## src/rtl/lock_seq_pkg.sv

```systemverilog
// Shared encodings for the lock sequencer: FSM states, trigger modes, counter widths.
package lock_seq_pkg;

  typedef enum logic [1:0] {
    ST_IDLE   = 2'b00,
    ST_ARMED  = 2'b01,
    ST_LOCKED = 2'b10,
    ST_LOST   = 2'b11
  } state_e;

  typedef enum logic [1:0] {
    TM_MANUAL     = 2'b00,
    TM_TIME       = 2'b01,
    TM_LEVEL      = 2'b10,
    TM_TIME_LEVEL = 2'b11
  } trig_mode_e;

  localparam int unsigned LOSS_W   = 16;
  localparam int unsigned RELOCK_W = 8;

endpackage : lock_seq_pkg

```

## src/rtl/lock_sequencer_if.sv

```systemverilog
// Control/status bundle of the lock sequencer; master drives controls, slave is the sequencer.
interface lock_sequencer_if #(
  parameter int unsigned DW   = 14,
  parameter int unsigned NPID = 2,
  parameter int unsigned TW   = 32
);
  logic                 arm;
  logic                 lock_now;
  logic [1:0]           trig_mode;
  logic                 rising;
  logic [TW-1:0]        time_th;
  logic signed [DW-1:0] level_th;
  logic signed [DW-1:0] loss_lo;
  logic signed [DW-1:0] loss_hi;
  logic [15:0]          loss_cycles;
  logic [NPID:0]        idle_en;
  logic [NPID:0]        lock_en;
  logic signed [DW-1:0] signal;
  logic                 ramp_trig;
  logic                 ramp_enable;
  logic [NPID-1:0]      pid_enable;
  logic                 lock_trig;
  logic                 locked;
  logic                 lock_lost;
  logic [1:0]           state;
  logic [7:0]           relock_cnt;

  modport master (
    output arm, lock_now, trig_mode, rising, time_th, level_th, loss_lo, loss_hi,
           loss_cycles, idle_en, lock_en, signal, ramp_trig,
    input  ramp_enable, pid_enable, lock_trig, locked, lock_lost, state, relock_cnt
  );

  modport slave (
    input  arm, lock_now, trig_mode, rising, time_th, level_th, loss_lo, loss_hi,
           loss_cycles, idle_en, lock_en, signal, ramp_trig,
    output ramp_enable, pid_enable, lock_trig, locked, lock_lost, state, relock_cnt
  );
endinterface : lock_sequencer_if

```

## src/rtl/lock_trig_det.sv

```systemverilog
// Signal pipeline, ramp-synchronous time counter and trigger decode.
module lock_trig_det
  import lock_seq_pkg::*;
#(
  parameter int unsigned DW = 14,
  parameter int unsigned TW = 32
) (
  input  logic                 clk,
  input  logic                 rst,
  input  logic signed [DW-1:0] signal,
  input  logic                 ramp_trig,
  input  logic [1:0]           trig_mode,
  input  logic                 rising,
  input  logic [TW-1:0]        time_th,
  input  logic signed [DW-1:0] level_th,
  output logic signed [DW-1:0] s_now,
  output logic                 trig_c
);

  logic signed [DW-1:0] s_now_q, s_now_d;
  logic signed [DW-1:0] s_last_q, s_last_d;
  logic [TW-1:0]        cnt_q, cnt_d;
  logic                 level_evt_c;

  // Next values: two-stage signal history, counter restarts after ramp start.
  always_comb begin
    s_now_d  = signal;
    s_last_d = s_now_q;
    cnt_d    = ramp_trig ? '0 : cnt_q + TW'(1);
  end

  // Pipeline and counter registers.
  always_ff @(posedge clk or posedge rst) begin
    if (rst) begin
      s_now_q  <= '0;
      s_last_q <= '0;
      cnt_q    <= '0;
    end else begin
      s_now_q  <= s_now_d;
      s_last_q <= s_last_d;
      cnt_q    <= cnt_d;
    end
  end

  // Threshold crossing on the selected slope, then mode-dependent trigger.
  always_comb begin
    level_evt_c = 1'b0;
    trig_c      = 1'b0;
    if (rising) level_evt_c = (s_last_q < level_th) && (s_now_q >= level_th);
    else        level_evt_c = (s_last_q >= level_th) && (s_now_q < level_th);
    case (trig_mode)
      TM_MANUAL:     trig_c = 1'b0;
      TM_TIME:       trig_c = (cnt_q == time_th);
      TM_LEVEL:      trig_c = level_evt_c;
      TM_TIME_LEVEL: trig_c = level_evt_c && (cnt_q >= time_th);
      default:       trig_c = 1'b0;
    endcase
  end

  assign s_now = s_now_q;

endmodule : lock_trig_det

```

## src/rtl/lock_sequencer.sv

```systemverilog
// Lock sequencer: arms a trigger search, locks the PID chain, watches for loss of lock.
// Optional build macro LOCK_SEQUENCER_RELOCK_EN: LOST re-arms automatically while arm=1
// and counts those relock attempts in relock_cnt.
module lock_sequencer
  import lock_seq_pkg::*;
#(
  parameter int unsigned DW   = 14,
  parameter int unsigned NPID = 2,
  parameter int unsigned TW   = 32
) (
  input logic             clk,
  input logic             rst,
  lock_sequencer_if.slave bus
);

  state_e               state_q, state_d;
  logic                 lock_trig_q, lock_trig_d;
  logic                 lock_lost_q, lock_lost_d;
  logic [LOSS_W-1:0]    loss_cnt_q, loss_cnt_d;
  logic [LOSS_W-1:0]    loss_inc_c;
  logic signed [DW-1:0] s_now;
  logic                 trig_c;
  logic                 hold_c;
  logic                 out_win_c;
  logic [NPID:0]        en_c;
`ifdef LOCK_SEQUENCER_RELOCK_EN
  logic [RELOCK_W-1:0]  relock_cnt_q, relock_cnt_d;
`endif

  lock_trig_det #(.DW(DW), .TW(TW)) u_trig_det (
    .clk       (clk),
    .rst       (rst),
    .signal    (bus.signal),
    .ramp_trig (bus.ramp_trig),
    .trig_mode (bus.trig_mode),
    .rising    (bus.rising),
    .time_th   (bus.time_th),
    .level_th  (bus.level_th),
    .s_now     (s_now),
    .trig_c    (trig_c)
  );

  // Next-state, loss counter and status flag logic.
  always_comb begin
    state_d     = state_q;
    lock_lost_d = lock_lost_q;
    loss_cnt_d  = '0;
`ifdef LOCK_SEQUENCER_RELOCK_EN
    relock_cnt_d = relock_cnt_q;
`endif
    hold_c     = !bus.arm && !bus.lock_now;
    out_win_c  = (s_now < bus.loss_lo) || (s_now > bus.loss_hi);
    loss_inc_c = (loss_cnt_q == {LOSS_W{1'b1}}) ? loss_cnt_q : loss_cnt_q + LOSS_W'(1);
    if (state_q == ST_LOCKED && out_win_c) loss_cnt_d = loss_inc_c;

    case (state_q)
      ST_IDLE: begin
        if (bus.lock_now) state_d = ST_LOCKED;
        else if (bus.arm) state_d = ST_ARMED;
      end
      ST_ARMED: begin
        if (hold_c)                        state_d = ST_IDLE;
        else if (bus.lock_now || trig_c)   state_d = ST_LOCKED;
      end
      ST_LOCKED: begin
        if (hold_c) state_d = ST_IDLE;
        else if (bus.loss_cycles != '0 && out_win_c && loss_inc_c >= bus.loss_cycles)
          state_d = ST_LOST;
      end
      ST_LOST: begin
        if (hold_c) state_d = ST_IDLE;
`ifdef LOCK_SEQUENCER_RELOCK_EN
        else if (bus.arm) begin
          state_d = ST_ARMED;
          if (relock_cnt_q != {RELOCK_W{1'b1}}) relock_cnt_d = relock_cnt_q + RELOCK_W'(1);
        end
`endif
      end
      default: state_d = ST_IDLE;
    endcase

    lock_trig_d = (state_d == ST_LOCKED) && (state_q != ST_LOCKED);
    if (state_d == ST_LOST && state_q != ST_LOST)      lock_lost_d = 1'b1;
    else if (state_d == ST_IDLE && state_q != ST_IDLE) lock_lost_d = 1'b0;
  end

  // State and status registers.
  always_ff @(posedge clk or posedge rst) begin
    if (rst) begin
      state_q     <= ST_IDLE;
      lock_trig_q <= 1'b0;
      lock_lost_q <= 1'b0;
      loss_cnt_q  <= '0;
`ifdef LOCK_SEQUENCER_RELOCK_EN
      relock_cnt_q <= '0;
`endif
    end else begin
      state_q     <= state_d;
      lock_trig_q <= lock_trig_d;
      lock_lost_q <= lock_lost_d;
      loss_cnt_q  <= loss_cnt_d;
`ifdef LOCK_SEQUENCER_RELOCK_EN
      relock_cnt_q <= relock_cnt_d;
`endif
    end
  end

  // Enables follow the state register directly so reset takes effect without a clock.
  always_comb begin
    en_c = (state_q == ST_LOCKED) ? bus.lock_en : bus.idle_en;
  end

  assign {bus.ramp_enable, bus.pid_enable} = en_c;
  assign bus.lock_trig = lock_trig_q;
  assign bus.locked    = (state_q == ST_LOCKED);
  assign bus.lock_lost = lock_lost_q;
  assign bus.state     = state_q;
`ifdef LOCK_SEQUENCER_RELOCK_EN
  assign bus.relock_cnt = relock_cnt_q;
`else
  assign bus.relock_cnt = '0;
`endif

endmodule : lock_sequencer

```

## src/flat_wrapper.sv

```systemverilog
// flat-port wrapper written by rule: the top's interface ports become plain ports
module lock_sequencer_flat import lock_seq_pkg::*;
#(
  parameter int unsigned DW   = 14,
  parameter int unsigned NPID = 2,
  parameter int unsigned TW   = 32
)
  (clk, rst, bus_arm, bus_lock_now, bus_trig_mode, bus_rising, bus_time_th, bus_level_th, bus_loss_lo, bus_loss_hi, bus_loss_cycles, bus_idle_en, bus_lock_en, bus_signal, bus_ramp_trig, bus_ramp_enable, bus_pid_enable, bus_lock_trig, bus_locked, bus_lock_lost, bus_state, bus_relock_cnt);
  lock_sequencer_if #(.DW(DW), .NPID(NPID), .TW(TW)) bus_i ();
  input logic clk;
  input logic rst;
  input wire logic [$bits(bus_i.arm)-1:0] bus_arm;
  input wire logic [$bits(bus_i.lock_now)-1:0] bus_lock_now;
  input wire logic [$bits(bus_i.trig_mode)-1:0] bus_trig_mode;
  input wire logic [$bits(bus_i.rising)-1:0] bus_rising;
  input wire logic [$bits(bus_i.time_th)-1:0] bus_time_th;
  input wire logic [$bits(bus_i.level_th)-1:0] bus_level_th;
  input wire logic [$bits(bus_i.loss_lo)-1:0] bus_loss_lo;
  input wire logic [$bits(bus_i.loss_hi)-1:0] bus_loss_hi;
  input wire logic [$bits(bus_i.loss_cycles)-1:0] bus_loss_cycles;
  input wire logic [$bits(bus_i.idle_en)-1:0] bus_idle_en;
  input wire logic [$bits(bus_i.lock_en)-1:0] bus_lock_en;
  input wire logic [$bits(bus_i.signal)-1:0] bus_signal;
  input wire logic [$bits(bus_i.ramp_trig)-1:0] bus_ramp_trig;
  output wire logic [$bits(bus_i.ramp_enable)-1:0] bus_ramp_enable;
  output wire logic [$bits(bus_i.pid_enable)-1:0] bus_pid_enable;
  output wire logic [$bits(bus_i.lock_trig)-1:0] bus_lock_trig;
  output wire logic [$bits(bus_i.locked)-1:0] bus_locked;
  output wire logic [$bits(bus_i.lock_lost)-1:0] bus_lock_lost;
  output wire logic [$bits(bus_i.state)-1:0] bus_state;
  output wire logic [$bits(bus_i.relock_cnt)-1:0] bus_relock_cnt;
  assign bus_i.arm = bus_arm;
  assign bus_i.lock_now = bus_lock_now;
  assign bus_i.trig_mode = bus_trig_mode;
  assign bus_i.rising = bus_rising;
  assign bus_i.time_th = bus_time_th;
  assign bus_i.level_th = bus_level_th;
  assign bus_i.loss_lo = bus_loss_lo;
  assign bus_i.loss_hi = bus_loss_hi;
  assign bus_i.loss_cycles = bus_loss_cycles;
  assign bus_i.idle_en = bus_idle_en;
  assign bus_i.lock_en = bus_lock_en;
  assign bus_i.signal = bus_signal;
  assign bus_i.ramp_trig = bus_ramp_trig;
  assign bus_ramp_enable = bus_i.ramp_enable;
  assign bus_pid_enable = bus_i.pid_enable;
  assign bus_lock_trig = bus_i.lock_trig;
  assign bus_locked = bus_i.locked;
  assign bus_lock_lost = bus_i.lock_lost;
  assign bus_state = bus_i.state;
  assign bus_relock_cnt = bus_i.relock_cnt;
  lock_sequencer #(.DW(DW), .NPID(NPID), .TW(TW)) u_core (.clk(clk), .rst(rst), .bus(bus_i));
endmodule
```

## config.mk

```make
export PLATFORM = sky130hd
export DESIGN_NAME = lock_sequencer_flat
export DESIGN_NICKNAME = d
export VERILOG_FILES = /design/src/rtl/lock_seq_pkg.sv /design/src/rtl/lock_sequencer_if.sv /design/src/rtl/lock_trig_det.sv /design/src/rtl/lock_sequencer.sv /design/src/flat_wrapper.sv
export SDC_FILE = /design/constraint.sdc
export NUM_CORES = 1
export LEC_CHECK = 0
export BUFFER_PORTS_ARGS = -buffer_cell sky130_fd_sc_hd__buf_2
export CORE_MARGIN = 4
export CORE_UTILIZATION = 50
export DETAILED_ROUTE_END_ITERATION = 12
export PLACE_DENSITY_LB_ADDON = 0.15
export REMOVE_ABC_BUFFERS = 1
export SYNTH_ARGS = -nofsm -noshare
export SYNTH_HDL_FRONTEND = slang
export SYNTH_HIERARCHICAL = 1
export SYNTH_SLANG_ARGS = --single-unit
```

## constraint.sdc

```tcl
create_clock -name clk -period 9.7 [get_ports clk]
set_input_delay 1.455 -clock clk [delete_from_list [all_inputs] [get_ports clk]]
set_output_delay 1.455 -clock clk [all_outputs]
set_load 0.005 [all_outputs]
```

# ---- Word-level counts from Yosys, hierarchy flattened
# Cells that the tools add are included.
dict set report word_totals {
  reg_bits 80
  out_inout_bits 16
  wordCells 65
}
dict set report op_classes {
  order_cmp 8
  addsub 2
  mux 16
  eq_ne 12
  n_reduce_logical 20
}
# op count
set ops {}
lappend ops {{$lt A14 B14 Y1} 3}
lappend ops {{$add A32 B1 Y32 const B} 1}
lappend ops {{$eq A32 B32 Y1} 1}
lappend ops {{$ge A32 B32 Y1} 1}
lappend ops {{$mux W16} 2}
lappend ops {{$mux W32} 1}
lappend ops {{$ge A14 B14 Y1} 2}
lappend ops {{$add A16 B1 Y16 const B} 1}
lappend ops {{$eq A16 B16 Y1 const B} 1}
lappend ops {{$ge A16 B16 Y1} 1}
lappend ops {{$reduce_bool A16 Y1} 1}
lappend ops {{$gt A14 B14 Y1} 1}
lappend ops {{$mux W2} 7}
lappend ops {{$eq A2 B2 Y1 const B} 6}
lappend ops {{$logic_and A1 B1 Y1} 10}
lappend ops {{$pmux W2 S4} 1}
lappend ops {{$logic_not A2 Y1} 3}
lappend ops {{$eq A2 B1 Y1 const B} 2}
lappend ops {{$ne A2 B2 Y1 const B} 2}
lappend ops {{$pmux W1 S4} 1}
lappend ops {{$reduce_bool A2 Y1} 2}
lappend ops {{$mux W1} 3}
lappend ops {{$mux W3} 1}
lappend ops {{$logic_not A1 Y1} 2}
lappend ops {{$logic_or A1 B1 Y1} 2}

# ---- Logic depth before layout (Yosys ltp)
# Gate-level depths: netlist of the first run.
dict set report logic_depth {
  depth_word 13
  depth_mapped 13
  depth_no_buf 13
}

# ---- Modules after synthesis
# The synthesis of the first run kept the hierarchy.
# module cells_each instances area_per_inst_um2
set modules_own_cells {}
lappend modules_own_cells {lock_trig_det 396 1 3758.6}
lappend modules_own_cells {lock_sequencer 283 1 2388.5}

# ---- Worst setup path after synthesis of the first run
# No wires, ideal clock.
dict set report synth_timing {
  path_type {in2reg}
  start {input bus_time_th[21]}
  end {register u_core.lock_lost_q (netlist: u_core/bus.lock_lost)}
  required_time_ns 9.596
  arrival_time_ns 3.525
  path_buffers 0
  cell_stages 12
  slack_ns 6.072
  cell_sequence {inv_1 > ha_1 > and4_1 > nor4bb_1 > nand2_1 > a21oi_1 > o41ai_1 > o31ai_1 > nor2_1 > o21ai_0 > o21ai_0 > o41ai_2}
}
dict set report synth_via {
  elab_chain_len 10
  elab_cells_between_ends 14
  classes_between {order compare: 1; eq/ne: 2; mux: 5; reduce/logical: 6}
}
# item line_no
set synth_lines {}
lappend synth_lines {{from (decl)} flat_wrapper.sv:16} ;# input wire logic [$bits(bus_i.time_th)-1:0] bus_time_th;
lappend synth_lines {{$ge A32 B32 Y1} lock_trig_det.sv:55} ;# TM_TIME_LEVEL: trig_c = level_evt_c && (cnt_q >= time_th);
lappend synth_lines {{$logic_and A1 B1 Y1} lock_trig_det.sv:55}
lappend synth_lines {{$pmux W1 S4 *} lock_trig_det.sv:51} ;# case (trig_mode)
lappend synth_lines {{net u_core.trig_c} lock_sequencer.sv:22} ;# logic trig_c;
lappend synth_lines {{$logic_or A1 B1 Y1 *} lock_sequencer.sv:63} ;# else if (bus.lock_now || trig_c) state_d = ST_LOCKED;
lappend synth_lines {{$mux W2 *} lock_sequencer.sv:63}
lappend synth_lines {{$mux W2 *} lock_sequencer.sv:62} ;# if (hold_c) state_d = ST_IDLE;
lappend synth_lines {{$pmux W2 S4 *} lock_sequencer.sv:56} ;# case (state_q)
lappend synth_lines {{$eq A2 B2 Y1 / $logic_not A2 Y1 (equally long branches)} {lock_sequencer.sv:83, lock_sequencer.sv:84}}
lappend synth_lines {{$logic_and A1 B1 Y1 (on tied branches)} {lock_sequencer.sv:83, lock_sequencer.sv:84}}
lappend synth_lines {{$mux W1 / $reduce_bool A2 Y1 (equally long branches)} --}
lappend synth_lines {{to (signal assigned)} lock_sequencer.sv:100} ;# lock_lost_q <= lock_lost_d;
lappend synth_lines {{to (decl)} lock_sequencer.sv:18} ;# logic lock_lost_q, lock_lost_d;
# Mark *: on every way through the listed nets, which the timed path passes. The rest lies on a longest branch.
# A chain may end at the register's enable or synchronous reset.

# ---- Worst setup path in the final report of the first run
dict set report layout_timing {
  start {input bus_time_th[22]}
  end {register u_core.lock_lost_q (netlist: u_core/bus.lock_lost)}
}
# Same word-level chain as after synthesis.

==> reports/results.tsv, run 1 <==
metric	value	unit
R2R cell count	12	
GR Overflow Total	0	
Die H	119	µm
Synth Cell Area	0.00615	mm²
hold path endpoint	u_core/u_trig_det/s_last_q[0]	
crit share post-route	41.7	%
Final Slew Violations	0	
gpl congestion	0.839	
top cell type's share of synthesized area	32.6	%
Power Total	0.000823	W
GR Util All Layers	21.5	%
Netlist cell types	63	
Worst R2R Start	u_core/loss_cnt_q[0]	
Warnings, synthesis	6	
Worst Setup Start Kind	input pin	
routed wire length	14.6	mm
ys async rst share	100	%
WL per Instance	15.3	µm
pwr dens	115	mW/mm²
First-pass DRT Iterations	4	
CP max FO	4	
status	finished clean	
Crit. End Element	flip-flop	
final hold vios	0	
Worst-path clk slew	0.06	ns
Placed Cells	944	
Yosys reg bits	80	
Hold Path Stages	0	
Area Overhead vs Synth	16.5	%
vias in the first global route	5487	
Detail Route Antenna Nets	0	
Reg2Reg Capture Point	u_core/bus.lock_lost	
I/O Buffers	125	
Core Rows	40	
Sink Count	80	
Clock Skew	0.00588	ns
Hold Path Origin	u_core/u_trig_det/s_now[0]	
Cells after Synth	679	
die area	0.0141	mm²
setup TNS	0	ns
number of flops mapped to enable cells by yosys	0	
Synth area leader	dfrtp_1	
post-layout net count	1031	
Residual DRC	0	
worst-path cell chain	buf_2 > inv_1 > ha_1 > and4_1 > nor4bb_1 > o31a_1 > o41ai_1 > o31ai_1 > nor2_1 > o21ai_0 > o21ai_0 > o41ai_2	
postcts setup bufs	0	
Period minus WS final	4.05	ns
vias post-DR	5285	
CTS H-tree depth	3	
first-pass GRT wire length	24.8	mm
synthesized area per cell	9.05	µm²
count leader, synth	ha_1	
Leak	3.81	nW
synth top area cells	dfrtp_1 33%, ha_1 21%, inv_1 6.0%	
layout cell share with drive strength beyond 1	20.5	%
most used cell, CP	o21ai_0	
required time worst endpoint	9.94	ns
Max stage delay on crit path	0.71	ns
worst reg2reg setup slack	5.97	ns
Via density	5.51	
Die W	119	µm
max cap viols	0	
largest net degree at the start of global routing	61	
FILL cells	1052	
initial antenna violation count	2	
clock root buffer master	clkbuf_16	
worst vdd ir	0.000114	V
CTS resizes	0	
CTS tree	built	
Final Non-Filler Cells	959	
most used flip-flop cell after synthesis	dfrtp_1	
Clock Latency Late Sink	0.34	ns
commonest cells in the netlist	105 x ha_1, 98 x inv_1, 80 x dfrtp_1, 48 x a21oi_1, 46 x nor2_1	
worst min-delay path class	reg -> reg	
WS Path Type	in -> reg	
CP arrival	4.28	ns
final setup vio count	0	
Slew @ Worst Pin	1.06	ns
Max Clk Rate	0.247	GHz
Bufs on Longest Clock Path	2	
Initial Util	51.2	%
Seq/Total Area, Yosys	32.6	%
drt initial violations	246	
CP max stage cell	nor4bb_1	
boundary pin count	134	
number of buffers created by CTS	9	
Core Region	0.0120	mm²
hpwl dp	11.8	mm
hold-fix buffers at CTS	0	
Slew HR	29.2	%
RSZ-0062 raised after global routing	no	
worst max-delay path by stage:
stage | startpoint | end | cells past startpoint
floorplan | bus_loss_lo[13] | u_core/loss_cnt_q[1] | 8
global placement | bus_time_th[21] | u_core/bus.lock_lost | 12
detailed placement | bus_time_th[22] | u_core/bus.lock_lost | 12
CTS | bus_time_th[22] | u_core/bus.lock_lost | 12
global route | bus_time_th[22] | u_core/bus.lock_lost | 13
finish | bus_time_th[22] | u_core/bus.lock_lost | 12
cell type report:
class,count,area (µm²),share of cell area (%)
Clock inverter,4,47.5,0.664
Tap cell,147,184,2.57
Multi-Input combinational cell,493,3700,51.6
Sequential cell,80,2000,27.9
Clock buffer,10,229,3.20
Timing Repair Buffer,126,633,8.84
Antenna cell,1,2.50,0.0349
Inverter,98,368,5.14
state kept, by name, indices dropped and copies added (netlist names):
| name | cells |
|---|---|
| u_core/u_trig_det/cnt_q | 32 |
| u_core/u_trig_det/s_now | 14 |
| u_core/loss_cnt_q | 16 |
| u_core/bus.lock_trig | 1 |
| u_core/bus.lock_lost | 1 |
| u_core/u_trig_det/s_last_q | 14 |
| u_core/bus.state | 2 |
layout by cell type, fill, tap and decap left out, drive strengths merged, types with 2 or more instances in the layout:
master  instances
or4             2
nor3            6
inv            98
o21a            5
a211oi          7
or3             8
xor2           23
nor4            8
nand2b         11
a21boi          2
a31oi           4
a21o            8
nor2b          16
nand4          24
ha            105
o31ai           5
and4            7
clkbuf         10
dfrtp          80
o21ai          25
o211ai          3
nand2          42
buf           126
and3           11
nand3          26
a21oi          49
xnor2          12
nor2           47
and2            2
and3b           2
conb            8
clkinv          2
o41ai           6
mux2            4
critical path: cells and delay by family:
family,cells,cell delay (ns)
simple gates,3,0.98
buf+inv,2,0.10
fa+ha+maj,1,0.31
compound gates,6,1.44
per-stage QoR:
step	setup slack, ns	cell area (µm²)	utilization [%]	hold WS (ns)
after floorplan	5.98	6070	-	0.386
after global placement	5.58	6880	57.3	0.431
after detailed placement	5.38	6880	57.3	0.441
after CTS	5.73	7160	59.6	0.452
after global routing	5.42	7160	59.6	0.460
final	5.65	7160	59.6	0.440
report_power, final:
part           leakage [nW]  internal (W)  switching [W]
sequential             1.04      0.000343     0.00000973
combinational          2.63     0.0000646      0.0000787
clock                 0.134      0.000195       0.000131
total                  3.81      0.000603       0.000219
routing by layer:
layer / vias up / part of all wire [%] / global-route usage, %
met4: 2 / 3.4 / 9.70
met3: 42 / 4.9 / 4.70
met1: 2493 / 42 / 25.8
li1: 2616 / - / -
met2: 132 / 49 / 36.9
met5: - / 0.089 / 0
logic make-up (layout without fill, tap and decap cells):
kind of cell    count (synthesis)  count (layout)  synth area share, %
compound gates                121             121                 12.7
fa+ha+maj                     105             105                 21.4
other cells                     1               9               0.0610
flops                          80              80                 32.6
mux                             5               5                0.896
simple gates                  219             219                 19.7
buf+inv                       113             238                 7.71
xor+xnor                       35              35                 4.99
Power figures use the tool's default switching activity.
==> run 2, diff against run 1 <==
clock period = 3.38 ns   (was 9.7 ns; I/O delays follow)
==> run 2 against run 1 <==
- hold slack got worse by 0.17 ns
- non-clock buffer count grew 5
- first-iteration DRC count rose by 15%
- largest cell class unchanged
==> reports/results.tsv, run 2 (synthesis results as in run 1) <==
metric	value	unit	change
CTS H-tree depth	3		unchanged
largest net degree at the start of global routing	43		-30%
gpl congestion	0.838		about the same
biggest regs	u_core/u_trig_det/cnt_q: 32 flops, u_core/loss_cnt_q: 16 flops		
layout cell share with drive strength beyond 1	21.4	%	+0.93 points
RSZ-0062 raised after global routing	no		
clock root buffer master	clkbuf_16		
most frequent cells in the layout	125 x buf_2, 105 x ha_1, 97 x inv_1		
Initial Util	51.2	%	unchanged
Core Rows	40		unchanged
Via density	5.47		-0.66%
required time worst endpoint	3.59	ns	-6.35 ns
initial antenna violation count	1		-1
Clock Latency Late Sink	0.35	ns	about the same
pwr dens	343	mW/mm²	+200%
number of buffers created by CTS	9		unchanged
Bufs on Longest Clock Path	2		unchanged
Leak	3.86	nW	+1.3%
Clock Skew	0.00954	ns	+0.00366 ns
Worst Setup Start Kind	flip-flop		
Worst-path clk slew	0.06	ns	about the same
Core Region	0.0120	mm²	unchanged
Sink Count	80		unchanged
Residual DRC	0		unchanged
routed wire length	14.7	mm	+0.25%
final hold slack	0.268	ns	-0.172 ns
vias post-DR	5283		-0.038%
hpwl dp	12.0	mm	+1.4%
worst vdd ir	0.000207	V	+81%
first-pass GRT wire length	24.7	mm	-0.53%
GR Overflow Total	0		unchanged
Power Total	0.00249	W	+200%
status	finished clean		
boundary pin count	134		unchanged
Period minus WS final	3.19	ns	
worst min-delay path class	in -> reg		
die area	0.0141	mm²	unchanged
WL per Instance	15.2	µm	-0.37%
max cap viols	0		unchanged
CTS tree	built		
Antenna diodes	0		-1
Die W	119	µm	unchanged
Max Clk Rate	0.313	GHz	
Final Slew Violations	0		unchanged
CP max FO	5		+1
First-pass DRT Iterations	4		unchanged
drt initial violations	283		+15%
GR Util All Layers	21.5	%	+0.046 points
Slew HR	40.4	%	+11 points
final setup vio count	0		unchanged
I/O Buffers	125		unchanged
most flop-heavy register	u_core/u_trig_det/cnt_q		
Die H	119	µm	unchanged
post-layout net count	1036		+0.48%
final hold vios	0		unchanged
Crit. End Element	flip-flop		
WS Path Type	reg -> reg		
max reg flops	32		unchanged
Slew @ Worst Pin	0.892	ns	-0.166 ns
Detail Route Antenna Nets	0		unchanged
setup TNS	0	ns	unchanged
Area Overhead vs Synth	17.9	%	
most common cell after layout, fill and taps aside	buf_2		
vias in the first global route	5440		-0.86%
crit share post-route	94.4	%	
CP arrival	3.40	ns	-0.88 ns
[run 2: changes by cell type in the layout (fill, tap and decap cells not counted), sizes merged]
| cell | previous run | this run |
|---|---|---|
| bufinv | 1 | 2 |
| buf | 126 | 131 |
| clkinv | 2 | 3 |
| diode | 1 | 0 |
[run 2: path summary, 6_finish.rpt]
check                      cells after the start  slack, ns                            end                  startpoint
min in group asynchronous                      2       0.31           u_core/loss_cnt_q[1]                         rst
setup reg to reg                              12       0.19           u_core/bus.lock_lost        u_core/loss_cnt_q[0]
setup / recovery                              12       0.19           u_core/bus.lock_lost        u_core/loss_cnt_q[0]
hold / removal                                 1       0.27    u_core/u_trig_det/s_now[10]              bus_signal[10]
max in group asynchronous                      3       2.21    u_core/u_trig_det/s_now[12]                         rst
hold reg to reg                                0       0.42  u_core/u_trig_det/s_last_q[0]  u_core/u_trig_det/s_now[0]
[run 2: cell type report]
class / instances / area (µm²)
Multi-Input combinational cell: 493 / 3700
Clock inverter: 6 / 82.6
Clock buffer: 10 / 239
Fill cell: 1072 / 4760
Inverter: 98 / 368
Sequential cell: 80 / 2000
Tap cell: 147 / 184
Timing Repair Buffer: 131 / 671
[run 2: stage by stage]
| step | std cells | util, % | instance area (µm²) | worst slack [ns] |
|---|---|---|---|---|
| after global placement | 949 | 57.6 | 6920 | 0.217 |
| final | 965 | 60.3 | 7250 | 0.189 |
| after floorplan | 671 | - | 6070 | 0.304 |
| after global routing | 965 | 60.3 | 7250 | 0.00435 |
| after CTS | 965 | 60.3 | 7240 | 0.109 |
| after detailed placement | 949 | 57.6 | 6920 | 0.134 |
[run 2: timing repair]
action | 4_1_cts | 5_1_grt
setup buffers | 0 | 0
gates resized for setup | 0 | 1
hold buffers | 0 | 0
setup endpoints to repair | 0 | 2
[run 2: worst max-delay path, cell delays in order (launching register included)]
cell	delay, ns
dfrtp_1	0.41
ha_1	0.27
nand4_1	0.16
nor4_2	0.07
and2_1	0.20
or4b_2	0.65
xnor2_1	0.20
ha_1	0.26
nand2_1	0.06
a21oi_1	0.04
a221o_1	0.33
a211oi_2	0.29
o41ai_2	0.11
[run 2: report_power, final]
part / switching (W) / internal [W]
Clock: 0.000394 / 0.000663
Sequential: 0.0000278 / 0.000985
Combinational: 0.000228 / 0.000190
[run 2: routing by layer]
| metal | global-route usage, % | share of wire (%) | vias to the layer above |
|---|---|---|---|
| met5 | 0 | 0.048 | - |
| met4 | 7.60 | 2.6 | 2 |
| met3 | 5.94 | 5.8 | 34 |
| met2 | 37.4 | 50 | 126 |
| met1 | 25.6 | 42 | 2482 |
| li1 | - | - | 2639 |
==> run 3, diff against run 2 <==
clock period = 2.85 ns   (was 3.38 ns; I/O delays follow)
==> run 3 against run 2 <==
- the run now ends with setup timing left
- die area did not move
- register-to-register slack got worse by 0.26 ns
- fmax rose by 9.3%
- largest cell class unchanged
==> reports/results.tsv, run 3 (synthesis results as in run 1) <==
metric	value	unit	change
Sink Count	80		unchanged
Initial Util	51.2	%	unchanged
worst min-delay path class	in -> async		
GR Overflow Total	0		unchanged
biggest regs	u_core/u_trig_det/cnt_q: 32 flops, u_core/loss_cnt_q: 16 flops		
max cap viols	0		unchanged
Clock Skew	0.00971	ns	+0.000168 ns
CTS tree	built		
most flop-heavy register	u_core/u_trig_det/cnt_q		
die area	0.0141	mm²	unchanged
FILL cells	1034		-3.5%
pwr dens	393	mW/mm²	+15%
CP max stage cell	dfrtp_1		
Bufs on Longest Clock Path	2		unchanged
setup slack after layout	-0.0685	ns	-0.257 ns
Max stage delay on crit path	0.36	ns	-0.29 ns
worst reg2reg setup slack	-0.07	ns	-0.26 ns
final hold vios	0		unchanged
Slew @ Worst Pin	0.789	ns	-0.103 ns
vias in the first global route	5643		+3.7%
worst vdd ir	0.000327	V	+58%
initial antenna violation count	0		-1
hold-fix buffers at CTS	0		unchanged
largest net degree at the start of global routing	33		-23%
GR Util All Layers	22.3	%	+0.73 points
most used cell, CP	a211oi_2		
Core Rows	40		unchanged
Crit. End Element	flip-flop		
WS Path Type	reg -> reg		
boundary pin count	134		unchanged
CP Buf/Inv Count	1		+1
most common cell after layout, fill and taps aside	buf_2		
Period minus WS final	2.92	ns	-0.273 ns
WP depth	13		+1
Residual DRC	0		unchanged
R2R cell count	13		+1
clock root buffer master	clkbuf_16		
max reg flops	32		unchanged
required time worst endpoint	3.05	ns	-0.54 ns
Detail Route Antenna Nets	0		unchanged
drt initial violations	293		+3.5%
Final Slew Violations	0		unchanged
number of buffers created by CTS	9		unchanged
vias post-DR	5468		+3.5%
routed wire length	15.2	mm	+3.7%
post-layout net count	1076		+3.9%
layout cell share with drive strength beyond 1	26.3	%	+4.9 points
First-pass DRT Iterations	5		+1
Clock Latency Late Sink	0.34	ns	about the same
crit share post-route	102	%	+8.0 points
Power Total	0.00301	W	+21%
hpwl dp	12.2	mm	+1.7%
RSZ-0062 raised after global routing	yes		
status	finished with violations		
CP arrival	3.12	ns	-0.28 ns
Die H	119	µm	unchanged
final setup vio count	2		+2
Area Overhead vs Synth	24.6	%	
WL per Instance	15.1	µm	-0.39%
most frequent cells in the layout	125 x buf_2, 103 x ha_1, 97 x inv_1		
final hold slack	0.181	ns	-0.0874 ns
Core Region	0.0120	mm²	unchanged
gpl congestion	0.876		+4.5%
Leak	4.14	nW	+7.3%
Die W	119	µm	unchanged
CP max FO	3		-2
Worst-path clk slew	0.06	ns	about the same
CP top delay family	compound AO/OA/AOI/OAI gates		
Max Clk Rate	0.343	GHz	+9.3%
failing checks	setup timing		
I/O Buffers	125		unchanged
CTS H-tree depth	3		unchanged
first-pass GRT wire length	25.6	mm	+4.0%
worst-path cell chain	ha_2 > nand4_1 > nor4_4 > nand2_2 > xnor2_2 > ha_1 > nand2b_4 > a211oi_2 > o21ai_1 > a221o_1 > a211oi_2 > buf_4 > o41ai_2		
Slew HR	47.3	%	+6.9 points
Worst Setup Start Kind	flip-flop		
Via density	5.44		-0.62%
run 3: cell type report:
| type | instances | area, µm² | share of cell area [%] |
|---|---|---|---|
| inverters | 98 | 368 | 4.80 |
| multi-input cells | 493 | 3790 | 49.5 |
| flip-flops and latches | 80 | 2000 | 26.1 |
| diodes | 1 | 2.50 | 0.0327 |
| repair buffers | 171 | 987 | 12.9 |
| clock buffers | 12 | 256 | 3.35 |
| clock inverters | 3 | 65.1 | 0.849 |
| well taps | 147 | 184 | 2.40 |
run 3: report_power, final:
part           internal (W)  leakage [nW]  total, W  switching, W
Sequential          0.00117          1.04   0.00120     0.0000322
Clock              0.000809         0.159   0.00125      0.000446
Combinational      0.000267          2.94  0.000556      0.000289
run 3: per-layer routing:
metal	routed length [µm]	vias to the layer above	part of all wire, %	global-route usage [%]
met5	0	-	0	0
met4	320	0	2.1	7.60
met3	745	29	4.9	4.32
met2	7770	140	51	39.9
met1	6390	2582	42	26.7
li1	-	2717	-	-
run 3: what timing repair did:
action,4_1_cts,5_1_grt
setup buffers,1,0
gates cloned,0,0
pin swaps,8,0
endpoints found under the setup margin,2,3
resized for setup,18,1
run 3: final timing paths:
check	from	endpoint
min in group clk	bus_signal[6]	u_core/u_trig_det/s_now[6]
max in group asynchronous	rst	u_core/u_trig_det/s_now[11]
hold / removal	rst	u_core/u_trig_det/cnt_q[6]
setup reg to reg	u_core/loss_cnt_q[1]	u_core/bus.lock_lost
setup / recovery	u_core/loss_cnt_q[1]	u_core/bus.lock_lost
hold reg to reg	u_core/u_trig_det/s_now[0]	u_core/u_trig_det/s_last_q[0]
run 3: stage by stage:
step	utilization, %	instances	cell area (µm²)	worst slack (ns)	setup TNS [ns]
final	63.8	1005	7660	-0.0685	-0.126
after detailed placement	60.2	988	7230	-0.292	-0.574
after CTS	63.7	1004	7650	-0.0307	-0.0521
after floorplan	-	671	6070	-0.226	-0.443
after global routing	63.7	1004	7660	-0.248	-0.485
after global placement	60.2	988	7230	-0.174	-0.340
